**src/rtl/mips_ctrl_pkg.sv**
```systemverilog
// Shared types and encodings for the MIPS multicycle sequencer: FSM states,
// instruction classes, opcode/funct values and ALU operation codes.
package mips_ctrl_pkg;

  typedef enum logic [2:0] {
    ST_IDLE,
    ST_INIT,
    ST_FETCH,
    ST_DECODE,
    ST_EXEC,
    ST_WB,
    ST_HALT
  } state_e;

  typedef enum logic [3:0] {
    CLS_R,
    CLS_JR,
    CLS_LW,
    CLS_SW,
    CLS_BEQ,
    CLS_ADDI,
    CLS_J,
    CLS_JAL,
    CLS_HALT,
    CLS_ILL
  } iclass_e;

  localparam logic [5:0] OP_RTYPE = 6'b000000;
  localparam logic [5:0] OP_LW    = 6'b100011;
  localparam logic [5:0] OP_SW    = 6'b101011;
  localparam logic [5:0] OP_BEQ   = 6'b000100;
  localparam logic [5:0] OP_ADDI  = 6'b001000;
  localparam logic [5:0] OP_J     = 6'b000010;
  localparam logic [5:0] OP_JAL   = 6'b000011;
  localparam logic [5:0] OP_HALT  = 6'b111111;

  localparam logic [5:0] FN_ADD = 6'b100000;
  localparam logic [5:0] FN_SUB = 6'b100010;
  localparam logic [5:0] FN_AND = 6'b100100;
  localparam logic [5:0] FN_OR  = 6'b100101;
  localparam logic [5:0] FN_SLT = 6'b101010;
  localparam logic [5:0] FN_JR  = 6'b001000;

  localparam logic [2:0] ALU_AND = 3'b000;
  localparam logic [2:0] ALU_OR  = 3'b001;
  localparam logic [2:0] ALU_ADD = 3'b010;
  localparam logic [2:0] ALU_SUB = 3'b110;
  localparam logic [2:0] ALU_SLT = 3'b111;

endpackage

```
**src/rtl/mips_alu_decoder.sv**
```systemverilog
// Combinational instruction classifier: maps opcode/funct to an instruction
// class, the ALU operation for EXEC/WB, and an illegal-encoding flag.
module mips_alu_decoder
  import mips_ctrl_pkg::*;
(
  input  logic [5:0] opcode_i,
  input  logic [5:0] funct_i,
  output iclass_e    iclass_o,
  output logic [2:0] aluop_o,
  output logic       illegal_o
);

  always_comb begin
    iclass_o = CLS_ILL;
    aluop_o  = ALU_AND;
    case (opcode_i)
      OP_RTYPE: begin
        iclass_o = CLS_R;
        case (funct_i)
          FN_ADD:  aluop_o = ALU_ADD;
          FN_SUB:  aluop_o = ALU_SUB;
          FN_AND:  aluop_o = ALU_AND;
          FN_OR:   aluop_o = ALU_OR;
          FN_SLT:  aluop_o = ALU_SLT;
          FN_JR:   iclass_o = CLS_JR;
          default: iclass_o = CLS_ILL;
        endcase
      end
      OP_LW:   begin iclass_o = CLS_LW;   aluop_o = ALU_ADD; end
      OP_SW:   begin iclass_o = CLS_SW;   aluop_o = ALU_ADD; end
      OP_ADDI: begin iclass_o = CLS_ADDI; aluop_o = ALU_ADD; end
      OP_BEQ:  begin iclass_o = CLS_BEQ;  aluop_o = ALU_SUB; end
      OP_J:    iclass_o = CLS_J;
      OP_JAL:  iclass_o = CLS_JAL;
      OP_HALT: iclass_o = CLS_HALT;
      default: iclass_o = CLS_ILL;
    endcase
    illegal_o = (iclass_o == CLS_ILL);
  end

endmodule

```
**src/rtl/mips_multicycle_sequencer.sv**
```systemverilog
// Four-phase (FETCH/DECODE/EXEC/WB) sequencer driving the MIPS datapath
// controls from state plus the latched instruction; runs from start to halt.
module mips_multicycle_sequencer
  import mips_ctrl_pkg::*;
#(
  parameter logic [15:0] MAX_INSTR = 16'hFFFF
) (
  input  logic        clk,
  input  logic        rst,
  input  logic        start,
  input  logic [31:0] instruction,
  input  logic        zeroflag,
  output logic        ldinpc,
  output logic        initpc,
  output logic        JumpSrc,
  output logic        PCsignal,
  output logic        PCSrc,
  output logic        RegDst,
  output logic        RegWSrc,
  output logic        WriteSrc,
  output logic        RegWrite,
  output logic        MemtoReg,
  output logic        ALUSrc,
  output logic [2:0]  ALUoperation,
  output logic        MemRead,
  output logic        MemWrite,
  output logic        busy,
  output logic        done,
  output logic        illegal,
  output logic        timeout,
  output logic [15:0] instr_count
);

  state_e      state_q, state_d;
  logic [31:0] ir_q, ir_d;
  logic        taken_q, taken_d;
  logic [15:0] cnt_q, cnt_d;
  logic        illegal_q, illegal_d;
  logic        timeout_q, timeout_d;
  iclass_e     cls;
  logic [2:0]  dec_aluop;
  logic        dec_illegal;
  logic        in_exec_wb, in_wb;
  logic        unused_ir_bits;

  assign unused_ir_bits = ^ir_q[25:6];

  mips_alu_decoder u_dec (
    .opcode_i  (ir_q[31:26]),
    .funct_i   (ir_q[5:0]),
    .iclass_o  (cls),
    .aluop_o   (dec_aluop),
    .illegal_o (dec_illegal)
  );

  always_ff @(posedge clk) begin
    if (rst) begin
      state_q   <= ST_IDLE;
      ir_q      <= '0;
      taken_q   <= 1'b0;
      cnt_q     <= '0;
      illegal_q <= 1'b0;
      timeout_q <= 1'b0;
    end else begin
      state_q   <= state_d;
      ir_q      <= ir_d;
      taken_q   <= taken_d;
      cnt_q     <= cnt_d;
      illegal_q <= illegal_d;
      timeout_q <= timeout_d;
    end
  end

  always_comb begin
    state_d      = state_q;
    ir_d         = ir_q;
    taken_d      = taken_q;
    cnt_d        = cnt_q;
    illegal_d    = illegal_q;
    timeout_d    = timeout_q;
    ldinpc       = 1'b0;
    initpc       = 1'b0;
    JumpSrc      = 1'b0;
    PCsignal     = 1'b0;
    PCSrc        = 1'b0;
    RegDst       = 1'b0;
    RegWSrc      = 1'b0;
    WriteSrc     = 1'b0;
    RegWrite     = 1'b0;
    MemtoReg     = 1'b0;
    ALUSrc       = 1'b0;
    ALUoperation = ALU_AND;
    MemRead      = 1'b0;
    MemWrite     = 1'b0;
    in_exec_wb   = (state_q == ST_EXEC) || (state_q == ST_WB);
    in_wb        = (state_q == ST_WB);
    busy         = (state_q != ST_IDLE) && (state_q != ST_HALT);
    done         = (state_q == ST_HALT);

    // Flags and count clear on the way into INIT so INIT already shows them cleared.
    case (state_q)
      ST_IDLE, ST_HALT: begin
        if (start) begin
          state_d   = ST_INIT;
          cnt_d     = '0;
          illegal_d = 1'b0;
          timeout_d = 1'b0;
        end
      end
      ST_INIT: begin
        initpc  = 1'b1;
        state_d = ST_FETCH;
      end
      ST_FETCH: begin
        ir_d    = instruction;
        state_d = ST_DECODE;
      end
      ST_DECODE: begin
        if (cls == CLS_HALT) begin
          state_d = ST_HALT;
        end else if (dec_illegal) begin
          state_d   = ST_HALT;
          illegal_d = 1'b1;
        end else begin
          state_d = ST_EXEC;
        end
      end
      ST_EXEC: begin
        taken_d = (cls == CLS_BEQ) && zeroflag;
        state_d = ST_WB;
      end
      ST_WB: begin
        cnt_d = (cnt_q == 16'hFFFF) ? cnt_q : cnt_q + 16'd1;
        if (({1'b0, cnt_q} + 17'd1) == {1'b0, MAX_INSTR}) begin
          state_d   = ST_HALT;
          timeout_d = 1'b1;
        end else begin
          state_d = ST_FETCH;
        end
      end
      default: state_d = ST_IDLE;
    endcase

    if (in_exec_wb) begin
      ALUoperation = dec_aluop;
      case (cls)
        CLS_R:    RegDst = 1'b1;
        CLS_JR:   begin RegDst = 1'b1; PCsignal = 1'b1; end
        CLS_LW:   begin ALUSrc = 1'b1; MemtoReg = 1'b1; MemRead = 1'b1; end
        CLS_SW:   begin ALUSrc = 1'b1; MemWrite = (state_q == ST_EXEC); end
        CLS_ADDI: ALUSrc = 1'b1;
        CLS_J:    begin JumpSrc = 1'b1; PCsignal = 1'b1; end
        CLS_JAL:  begin RegWSrc = 1'b1; WriteSrc = 1'b1; JumpSrc = 1'b1; PCsignal = 1'b1; end
        default:  ;
      endcase
      RegWrite = in_wb && ((cls == CLS_R) || (cls == CLS_ADDI) ||
                           (cls == CLS_LW) || (cls == CLS_JAL));
      ldinpc   = in_wb;
      PCSrc    = in_wb && taken_q;
    end

    // A reset cycle must never commit architectural state.
    RegWrite = RegWrite && !rst;
    MemWrite = MemWrite && !rst;
    ldinpc   = ldinpc && !rst;
    initpc   = initpc && !rst;
  end

  assign illegal     = illegal_q;
  assign timeout     = timeout_q;
  assign instr_count = cnt_q;

endmodule

```
**config.mk**
```make
export PLATFORM = sky130hd
export DESIGN_NAME = mips_multicycle_sequencer
export DESIGN_NICKNAME = d
export VERILOG_FILES = /design/src/rtl/mips_ctrl_pkg.sv /design/src/rtl/mips_alu_decoder.sv /design/src/rtl/mips_multicycle_sequencer.sv
export SDC_FILE = /design/constraint.sdc
export NUM_CORES = 1
export LEC_CHECK = 0
export CORE_UTILIZATION = 51
export CTS_BUF_LIST = sky130_fd_sc_hd__clkbuf_16
export DETAILED_ROUTE_END_ITERATION = 10
export MAX_ROUTING_LAYER = met4
export PLACE_DENSITY = 0.95
export SETUP_SLACK_MARGIN = 0.5
export SYNTH_ARGS = -nofsm -noshare
export SYNTH_HDL_FRONTEND = slang
export SYNTH_SLANG_ARGS = --single-unit
```
**constraint.sdc**
```tcl
create_clock -name clk -period 4.2 [get_ports clk]
set_input_delay 0.63 -clock clk [delete_from_list [all_inputs] [get_ports clk]]
set_output_delay 0.63 -clock clk [all_outputs]
set_load 0.005 [all_outputs]
```
* Word-level counts from Yosys, hierarchy flattened *
Index checks and enable logic that the tools add are counted.

word-level totals
  register bits after elaboration = 54
  input bits = 36
  output and inout bits = 36
  logic and storage cells = 110

operators by class
  add/sub/neg operators = 2
  eq/ne operators = 36
  muxes and demuxes = 37
  reduce and logical (&&, ||, !) cells = 29

operator list
  cell                                             count
  == test 6 bit, second input constant             8
  two-way mux 16 bit                               2
  case mux 16 bit (2 select lines)                 1
  case mux 4 bit (8 select lines)                  1
  two-way mux 1 bit                                22
  case mux 3 bit (6 select lines)                  1
  adder 16 x 1 -> 17 bit, second input constant    1
  == test 17 x 16 -> 1 bit, second input constant  1
  adder 16 x 1 -> 16 bit, second input constant    1
  == test 16 bit, second input constant            1
  == test 4 x 3 -> 1 bit, second input constant    4
  == test 6 x 2 -> 1 bit, second input constant    2
  == test 6 x 4 -> 1 bit, second input constant    2
  case mux 3 bit (4 select lines)                  1
  == test 3 bit, second input constant             3
  two-way mux 3 bit                                3
  case mux 3 bit (3 select lines)                  1
  OR reduction 3 bit                               3
  == test 4 x 2 -> 1 bit, second input constant    2
  == test 4 bit, second input constant             2
  logical AND 1 bit                                8
  inequality test 2 bit, second input constant     4
  case mux 4 bit (2 select lines)                  1
  == test 3 x 2 -> 1 bit, second input constant    2
  18 further kinds                                 27

* Logic depth before layout (Yosys ltp) *
Gate-level depths: netlist of the first run.

  depth in word-level cells = 11
  gate-level depth with buffers = 8
  gate-level depth less buffers = 7

* Hierarchy *
Synthesis of the first run repeated with hierarchy kept, for this count alone.

second synthesis, totals
  cells, all modules = 320
  area total of the unflattened synthesis = 2402.3 um^2

by module, submodules not included
  module                     instances  cells each  area an instance (um^2)  sequential area each (um^2)
  mips_multicycle_sequencer  1          270         2082.0                   680.7
  mips_alu_decoder           1          50          320.3                    0.0

* Worst setup path before layout of the first run *
Ideal clock, no wire load.

  kind = flip-flop to output port
  start point = register ir_q[31]
  end point = output MemtoReg
  arrival = 1.626 ns
  required time = 3.570 ns
  setup slack = 1.944 ns
  cell stages (with the launch flop) = 8
  path buffers = 2
  path through = dfxtp_1 clkbuf_8 a2111oi_0 o21bai_2 a21oi_2 inv_1 nor2_1 buf_4

between the ends
  word-level cells in the longest chain between the ends = 5

ends and longest elaborated chain
  item                                         RTL line                         source
  start, declared                              mips_multicycle_sequencer.sv:35  logic [31:0] ir_q, ir_d;
  start signal, assigned                       mips_multicycle_sequencer.sv:66  ir_q <= ir_d;
  == test 6 bit, or another cell as far along  mips_alu_decoder.sv:16           case (opcode_i)
  case mux 4 bit (8 select lines) *            mips_alu_decoder.sv:16
  == test 4 x 2 -> 1 bit *                     -
  two-way mux 1 bit * (2 in series)            -
  end, declared                                mips_multicycle_sequencer.sv:22  output logic MemtoReg,

Mark *: on every way between the ends. The rest lies on a longest branch, timed or not.

* Worst setup path in the final report of the first run *
  start point = register ir_q[1]
  end point = output RegDst

between the ends
  word-level cells in the longest chain between the ends = 8

ends and longest elaborated chain
  item                                                              RTL line                          source
  == test 6 bit                                                     mips_alu_decoder.sv:19            case (funct_i)
  OR reduction 5 bit (no line)                                      -
  case mux 4 bit (2 select lines) *                                 mips_alu_decoder.sv:19
  case mux 4 bit (8 select lines) *                                 mips_alu_decoder.sv:16
  == test 4 x 1 -> 1 bit / zero test 4 bit (equally long branches)  mips_multicycle_sequencer.sv:146  case (cls)
  OR reduction 2 bit (no line) *                                    -
  two-way mux 1 bit *                                               mips_multicycle_sequencer.sv:146
  two-way mux 1 bit *                                               mips_multicycle_sequencer.sv:144  if (in_exec_wb) begin
  end, declared                                                     mips_multicycle_sequencer.sv:18   output logic RegDst,

Marked as above.

==> impl_metrics.toml, run 1 <==
[timing]
holdWs_ps = 453
slew_violations = 0
hold_viol = 0
rsz0062_at_grt = "false"
period_needed_ps = 3190
post-route-period-util_pct = 76.0
setup_tns_ps = 0
tightest_slew_ps = 1140
fin_worst_skew_ps = 6.33
relSlewSlack_pct = 23.8
timing.fmax_ghz = 0.313
setup_viol = 0

[setup_path]
arrival_ps = 2560
cp.required_ps = 3570
cp_max_fo = 7
cp-end-kind = "primary output"
worstSetupPathType = "flop to primary output"
start_kind = "flop"

[die]
die_x_microns = 70.6
ioPinCount = 72
rows = 24
dieHeight_microns = 70.6
initial_core_util_pct = 54.1
coreArea_sq_um = 4440
design.die.area_sq_um = 4990

[logic_synthesis]
synth-compound-area-share_pct = 20.6
synth_most_common_cell = "nor2_1"
netlist_top_cells_count = "37 x nor2_1, 34 x dfxtp_1, 31 x nand2_1, 20 x a21oi_1, 15 x nand3_1"
synth_flop_cell = "dfxtp_1"
synth_seq_cells = 34
synth.area.mux_share_pct = 5.89
synth_top_area_share_pct = 28.3
avgSynthCellArea_sq_um = 7.83
synthTopCellsByArea = "dfxtp_1 28%, nor2_1 5.8%, mux2i_1 5.4%, nand2_1 4.8%, a21oi_1 4.2%"
synth_top_family_by_area = "simple AND/OR/NAND/NOR gates"
synth_xor_area_share_pct = 2.92
ys_async_sr_fraction_pct = 0
syn_area_sq_um = 2400
synth_nets = 346
yosysTopAreaCell = "dfxtp_1"
ys_warn_count = 0
yosys.area_share.adder_pct = 1.56
synth_edf_count = 0
synth_cell_types = 66
syn_inst = 307
synth-simple-area-share_pct = 34.1
ys_seq_area_share_pct = 28.3

[finish]
diodes = 0
synthToLayoutAreaGrowth_pct = 24.9
fillers = 362
layout-drive-gt1-share_pct = 9.22
final_nets = 385

[clocking]
root_buffer = "clkbuf_16"
clkTransAtPathRegs_ps = 60
postCtsSetupRepairBufs = 0
insertion_delay_ps = 290
ctsHoldBuffers = 0
clock_sinks = 34
clock_path_buffers = 2
cts_resized = 0
cts_made_buffers = 5
cts_tree = "done"
htree_levels = 2

[route]
drt_iter0_drc = 264
via_count = 2515
wirelength_mm = 6.19
wire_per_inst_microns = 15.5
drc_errors = 6
ant_nets = 0
vias_per_cell = 6.30
first_pass_iters = 8

[status]
status = "finished with violations"
violations = "design-rule violations"

[global_route]
first_global_vias = 2313
antenna_found_initial = 0
overflow = 0
grt_max_degree = 30
track_usage_pct = 27.0
grt_pass1_wl_mm = 10.4

[placed_design]
port_buffers = 51
dpl.hpwl_mm = 4.41
place_congestion = 0.991

[run]
max_cap_viol_count = 0

[power_and_ir_drop]
p_leak_nw = 0.995
ir_worst_vdd_mv = 0.266
powerDensity_nw_per_um2 = 318

[worst_hold_path]
hold_path.class = "flop to flop"
[path summary, 6_finish.rpt]
kind / start / end / slack (ps) / cells after the start
hold reg to reg: illegal / illegal / 450 / 2
setup / recovery: ir_q[1] / RegDst / 1010 / 7
hold / removal: illegal / illegal / 450 / 2
setup reg to reg: instr_count[1] / instr_count[14] / 1960 / 7
[sequential cells by signal, indices dropped and copies added (netlist names)]
register / cells
instr_count: 16
taken_q: 1
state_q: 3
ir_q: 12
timeout: 1
illegal: 1
[metal layers]
metal	GRT usage [%]	vias to the layer above	wire length (microns)
met5	-	-	0
met4	14.2	0	166
met3	5.84	22	441
met2	45.4	137	3080
met1	30.0	1163	2500
li1	-	1193	-
[placed cells by master, fill, tap and decap left out, types with 2 or more instances in the layout]
cell and count:
clkbuf_16 5, o21ai_0 11, buf_4 2, and2_1 5, o21ai_1 2, dfxtp_1 34, nor3b_1 3, a32oi_1 2
nor2b_1 5, nor4_1 3, a21oi_1 20, nand4_1 5, or2_2 2, a31oi_1 6, and3_1 6, nand4b_1 3
nand2_1 31, clkinv_1 3, clkdlybuf4s50_1 51, o21bai_2 2, or3_1 3, xnor2_1 5, a22oi_1 3, mux2i_1 13
a2111oi_0 3, xor2_1 3, a21oi_2 2, nor3_1 10, nand3_1 15, ha_1 3, nor2_1 37, nand3_2 4
inv_1 6, a311oi_1 3, nand2b_1 4, nor4b_1 2
[final cells by class]
type | count | area, sq um | share of cell area [%]
multi-input cells | 245 | 1570 | 52.2
flip-flops and latches | 34 | 681 | 22.7
repair buffers | 53 | 526 | 17.5
clock buffers | 5 | 125 | 4.17
well taps | 52 | 65.1 | 2.17
inverters | 7 | 26.3 | 0.875
clock inverters | 3 | 11.3 | 0.375
[critical path, cell delays in order (launching register included)]
cell and delay (ps):
dfxtp_1 360, nand2b_4 180, or4_1 410, a31o_1 270, a31oi_4 240, nand3_2 110
nor2_1 170, clkdlybuf4s50_1 530
[cells by family (layout without fill, tap and decap cells)]
group | count (synthesis) | after routing
AOI/OAI and AO/OA | 70 | 70
xor gates and xnor gates | 8 | 8
adders and majority gates | 3 | 3
buffers and inverters | 28 | 68
DFF | 34 | 34
muxes | 14 | 14
and+or+nand+nor | 150 | 150
[metrics by stage]
step	instances	utilization (%)	setup WS (ps)	total power (W)	area [sq um]
global placement	391	64.5	1370	0.000593	2870
floorplan	307	-	1940	0.000551	2400
detailed placement	391	64.5	1340	0.000603	2870
finish	399	67.5	1010	0.000955	3000
CTS	399	67.5	1020	0.000953	3000
global route	399	67.5	840	0.000999	3000
[power by group]
| group | switching, W | internal, W | total (W) |
|---|---|---|---|
| registers | 0.0000330 | 0.000339 | 0.000372 |
| clock network | 0.000141 | 0.000213 | 0.000355 |
| logic | 0.000125 | 0.000103 | 0.000228 |
| total | 0.000299 | 0.000655 | 0.000955 |
(Power assumes the default switching activity.)
==> run 2, diff against run 1 <==
--- a/config.mk
+++ b/config.mk
@@ -5,11 +5,11 @@
 export SDC_FILE = /design/constraint.sdc
 export NUM_CORES = 1
 export LEC_CHECK = 0
-export CORE_UTILIZATION = 51
+export CORE_UTILIZATION = 43
 export CTS_BUF_LIST = sky130_fd_sc_hd__clkbuf_16
 export DETAILED_ROUTE_END_ITERATION = 10
 export MAX_ROUTING_LAYER = met4
-export PLACE_DENSITY = 0.95
+export PLACE_DENSITY = 0.89
 export SETUP_SLACK_MARGIN = 0.5
 export SYNTH_ARGS = -nofsm -noshare
 export SYNTH_HDL_FRONTEND = slang
==> constraint.sdc (replaced) <==
create_clock -name clk -period 2.7 [get_ports clk]
set_input_delay 0.405 -clock clk [delete_from_list [all_inputs] [get_ports clk]]
set_output_delay 0.405 -clock clk [all_outputs]
set_load 0.005 [all_outputs]
==> run 2 against run 1 <==
  * The flow now finishes without violations
  * Critical endpoint is now ALUoperation[1]
  * Setup slack lost 870 ps
  * Register-to-register slack lost 1200 ps
  * Sequential share of layout area shrank 2.3 points
  * Die area grew 18%
  * Clock power grew 57%
  * Clock-buffer cell count is the same
==> impl_metrics.toml, run 2 (same netlist as run 1, synthesis figures left out) <==
[timing]
fin_worst_skew_ps = 6.08
setup_tns_ps = 0
timing.fmax_ghz = 0.390
hold_viol = 0
setup_viol = 0
relSlewSlack_pct = 70.5
period_needed_ps = 2560
rsz0062_at_grt = "true"
tightest_slew_ps = 431
slew_violations = 0
post-route-period-util_pct = 94.9

[finish]
diodes = 0
final_common_cell = "clkdlybuf4s50_1"
final_nets = 418
ff_latch_area_sq_um = 707
finish.utilization_pct = 66.3
largest_reg_flops = 16
layout_common_cells = "37 x clkdlybuf4s50_1, 32 x nor2_1, 31 x nand2_1"
multi_input_area_sq_um = 1770
fillers = 438
layout-drive-gt1-share_pct = 31.3
synthToLayoutAreaGrowth_pct = 44.5

[setup_path]
critical_path.top_delay_family = "simple AND/OR/NAND/NOR gates"
crit_chain = "buf_6 -> nor3_4 -> nand2b_1 -> nor4_2 -> buf_4 -> buf_6 -> nand3_2 -> o21ai_2 -> and2_1 -> buf_2"
critical_path_buf_inv_count = 4
worstSetupPathType = "flop to primary output"
cp-end-kind = "primary output"
cp_slowest_cell = "nor4_2"
cp_common_cell = "buf_6"
cp.required_ps = 2300
arrival_ps = 2160
cp_max_fo = 5
slowest_delay_ps = 390
start_kind = "flop"

[die]
ioPinCount = 72
initial_core_util_pct = 45.9
rows = 26
die_x_microns = 76.7
coreArea_sq_um = 5240
design.die.area_sq_um = 5890
dieHeight_microns = 76.7

[placed_design]
place_congestion = 1.00
port_buffers = 51
dpl.hpwl_mm = 4.58

[route]
wire_per_inst_microns = 17.9
drc_errors = 0
vias_per_cell = 6.14
wirelength_mm = 8.04
first_pass_iters = 5
ant_nets = 0
drt_iter0_drc = 223
via_count = 2762

[clocking]
clock_path_buffers = 2
clkTransAtPathRegs_ps = 60
cts_tree = "done"
ctsHoldBuffers = 0
root_buffer = "clkbuf_16"
insertion_delay_ps = 290
cts_made_buffers = 5
htree_levels = 2
clock_sinks = 34

[global_route]
overflow = 0
antenna_found_initial = 0
grt_max_degree = 24
first_global_vias = 2621
grt_pass1_wl_mm = 12.7
track_usage_pct = 28.0

[power_and_ir_drop]
ir_worst_vdd_mv = 0.391
p_leak_nw = 1.25
powerDensity_nw_per_um2 = 513

[worst_hold_path]
hold_path.class = "flop to flop"

[status]
status = "finished clean"

[run]
max_cap_viol_count = 0
[run 2: metal layers]
layer / share of wire (%) / vias up / GRT usage [%] / wire (microns)
li1: - / 1272 / - / -
met2: 51 / 169 / 47.6 / 4100
met5: 0 / - / - / 0
met4: 4.3 / 0 / 16.7 / 348
met3: 7.4 / 36 / 5.95 / 596
met1: 37 / 1285 / 29.8 / 3000
[run 2: area by class of cell]
class                      count  area share (%)
inverter                       7           0.829
clock buffer                   5            3.60
sequential                    34            20.4
clock inverter                 3           0.324
tap                           70            2.52
multi-input combinational    245            51.0
timing repair buffer          86            21.3
[run 2: tightest hold or removal path, cell delays in order, from the launching register on]
cell and delay [ps]:
dfxtp_1 310, nand2_1 60, o31ai_1 50
[run 2: where the power goes]
part	internal [W]	switching [W]
Clock	0.000332	0.000223
Sequential	0.000531	0.0000628
Combinational	0.000324	0.000308
[run 2: timing repair]
item / 4_1_cts / 5_1_grt
pin swaps: 19 / 12
endpoints found under the setup margin: 15 / 15
hold endpoints to repair: 0 / 0
buffers inserted: 23 / 3
gates resized for setup: 75 / 39
[run 2: per-stage QoR]
step	worst slack [ps]	instances	hold slack, ps	instance area [sq um]	total power [W]
floorplan	669	307	444	2400	0.000857
global placement	141	416	445	2940	0.000941
detailed placement	134	416	463	2940	0.000955
CTS	295	447	468	3380	0.00167
global route	11.0	450	489	3470	0.00185
finish	136	450	465	3470	0.00178
[run 2: path summary, 6_finish.rpt]
| path | start | end | slack, ps | depth (start not counted) |
|---|---|---|---|---|
| setup / recovery | ir_q[31] | ALUoperation[1] | 140 | 10 |
| hold / removal | illegal | illegal | 470 | 2 |
| setup reg to reg | instr_count[1] | instr_count[14] | 720 | 7 |
| hold reg to reg | illegal | illegal | 470 | 2 |
==> run 3, diff against run 2 <==
--- a/config.mk
+++ b/config.mk
@@ -5,8 +5,10 @@
 export SDC_FILE = /design/constraint.sdc
 export NUM_CORES = 1
 export LEC_CHECK = 0
+export CORE_ASPECT_RATIO = 0.75
 export CORE_UTILIZATION = 43
 export CTS_BUF_LIST = sky130_fd_sc_hd__clkbuf_16
+export CTS_CLUSTER_SIZE = 14
 export DETAILED_ROUTE_END_ITERATION = 10
 export MAX_ROUTING_LAYER = met4
 export PLACE_DENSITY = 0.89
@@ -14,3 +16,4 @@
 export SYNTH_ARGS = -nofsm -noshare
 export SYNTH_HDL_FRONTEND = slang
 export SYNTH_SLANG_ARGS = --single-unit
+export TNS_END_PERCENT = 50
==> run 3 against run 2 <==
  * Clock skew up 0.83 ps
  * Critical path depth fell by 3
  * Register-to-register slack worse by 130 ps
  * Critical endpoint unchanged
  * Largest cell class unchanged
  * Clock-buffer cell count unchanged
  * Clock power about the same
  * Core utilization grew 0.51 points
  * Sequential power shrank 0.7%
==> impl_metrics.toml, run 3 (same netlist as run 1, synthesis figures left out) <==
[status]
status = "finished clean"

[route]
ant_nets = 0
via_count = 2858
vias_per_cell = 6.24
wirelength_mm = 8.84
drc_errors = 0
drt_iter0_drc = 415
wire_per_inst_microns = 19.3
first_pass_iters = 7

[die]
initial_core_util_pct = 44.9
ioPinCount = 72
dieHeight_microns = 66.7
design.die.area_sq_um = 5890
die_x_microns = 88.3
coreArea_sq_um = 5350
rows = 23

[finish]
finish.utilization_pct = 66.8
final_common_cell = "clkdlybuf4s50_1"
largest_reg_flops = 16
diodes = 0
multi_input_area_sq_um = 1800
synthToLayoutAreaGrowth_pct = 48.9
ff_latch_area_sq_um = 706
fillers = 400
layout_common_cells = "43 x clkdlybuf4s50_1, 34 x nor2_1, 29 x nand2_1"
layout-drive-gt1-share_pct = 29.0
final_nets = 421

[timing]
relSlewSlack_pct = 68.2
timing.fmax_ghz = 0.374
period_needed_ps = 2670
rsz0062_at_grt = "true"
holdWs_ps = 480
setup_viol = 0
slew_violations = 0
hold_viol = 0
post-route-period-util_pct = 98.9
fin_ws_ps = 28.5
fin_worst_skew_ps = 6.91
setup_tns_ps = 0
tightest_slew_ps = 466

[placed_design]
port_buffers = 51
dp_slack_ps = 13.4
dpl.hpwl_mm = 4.67
place_congestion = 0.912

[clocking]
root_buffer = "clkbuf_16"
clock_path_buffers = 2
clock_sinks = 34
htree_levels = 2
ctsHoldBuffers = 0
cts_tree = "done"
cts_made_buffers = 5
insertion_delay_ps = 280
clkTransAtPathRegs_ps = 60

[global_route]
track_usage_pct = 25.7
antenna_found_initial = 0
use_met3_pct = 5.45
grt_pass1_wl_mm = 11.3
top_usage_layer = "met2"
first_global_vias = 2350
grt_max_degree = 26
met1_usage_pct = 32.8
grtUsageMet2_pct = 39.8
overflow = 0

[setup_path]
arrival_ps = 2270
worstSetupPathType = "flop to primary output"
critPathLaunch = "ir_q[26]"
cp-end-kind = "primary output"
cp.required_ps = 2300
cp_max_fo = 7
start_kind = "flop"
timing.rr.start = "instr_count[1]"

[power_and_ir_drop]
powerDensity_nw_per_um2 = 522
p_leak_nw = 1.26
p_total_w = 0.00187
ir_worst_vdd_mv = 0.366

[worst_hold_path]
hold_start = "timeout"
hold_path.class = "flop to flop"

[run]
max_cap_viol_count = 0
## run 3: what timing repair did
action                                  in CTS  in global routing
buffers inserted                            11                 17
pin swaps                                   12                 16
gates resized for setup                     43                 57
endpoints found under the setup margin      13                 17
## run 3: worst paths after layout
check / to / slack [ps] / cells past startpoint
hold / removal: timeout / 480 / 2
hold reg to reg: timeout / 480 / 2
setup reg to reg: state_q[2] / 590 / 7
setup / recovery: ALUoperation[1] / 30 / 7
## run 3: power by group
| part | internal [W] | switching [W] | total, W |
|---|---|---|---|
| Combinational | 0.000363 | 0.000358 | 0.000722 |
| Clock | 0.000337 | 0.000220 | 0.000556 |
| Sequential | 0.000530 | 0.0000603 | 0.000590 |
| Total | 0.00123 | 0.000638 | 0.00187 |
## run 3: metal layers
layer  part of all wire (%)  wire length [microns]  vias up
li1                       -                      -     1268
met4                    5.8                    514        0
met3                    8.6                    764       48
met5                      0                      0        -
met2                     46                   4090      214
met1                     39                   3470     1328
## run 3: area by class of cell
type	count	area share, %
Timing Repair Buffer	89	22.7
Multi-Input combinational cell	245	50.3
Clock inverter	3	0.455
Tap cell	75	2.62
Inverter	7	0.735
Clock buffer	5	3.50
Sequential cell	34	19.7
## run 3: metrics by stage
step                      instances  instance area (sq um)
final                           458                   3580
after global routing            458                   3580
after CTS                       441                   3250
after detailed placement        422                   2950
after global placement          422                   2950
after floorplan                 307                   2400
## run 3: critical path, cell delays in order, from the launching register on
cell	delay [ps]
dfxtp_4	390
nor3_4	240
nand2b_1	150
nor4_2	270
nand3_1	170
o21ai_0	110
and2_1	150
clkdlybuf4s50_1	490
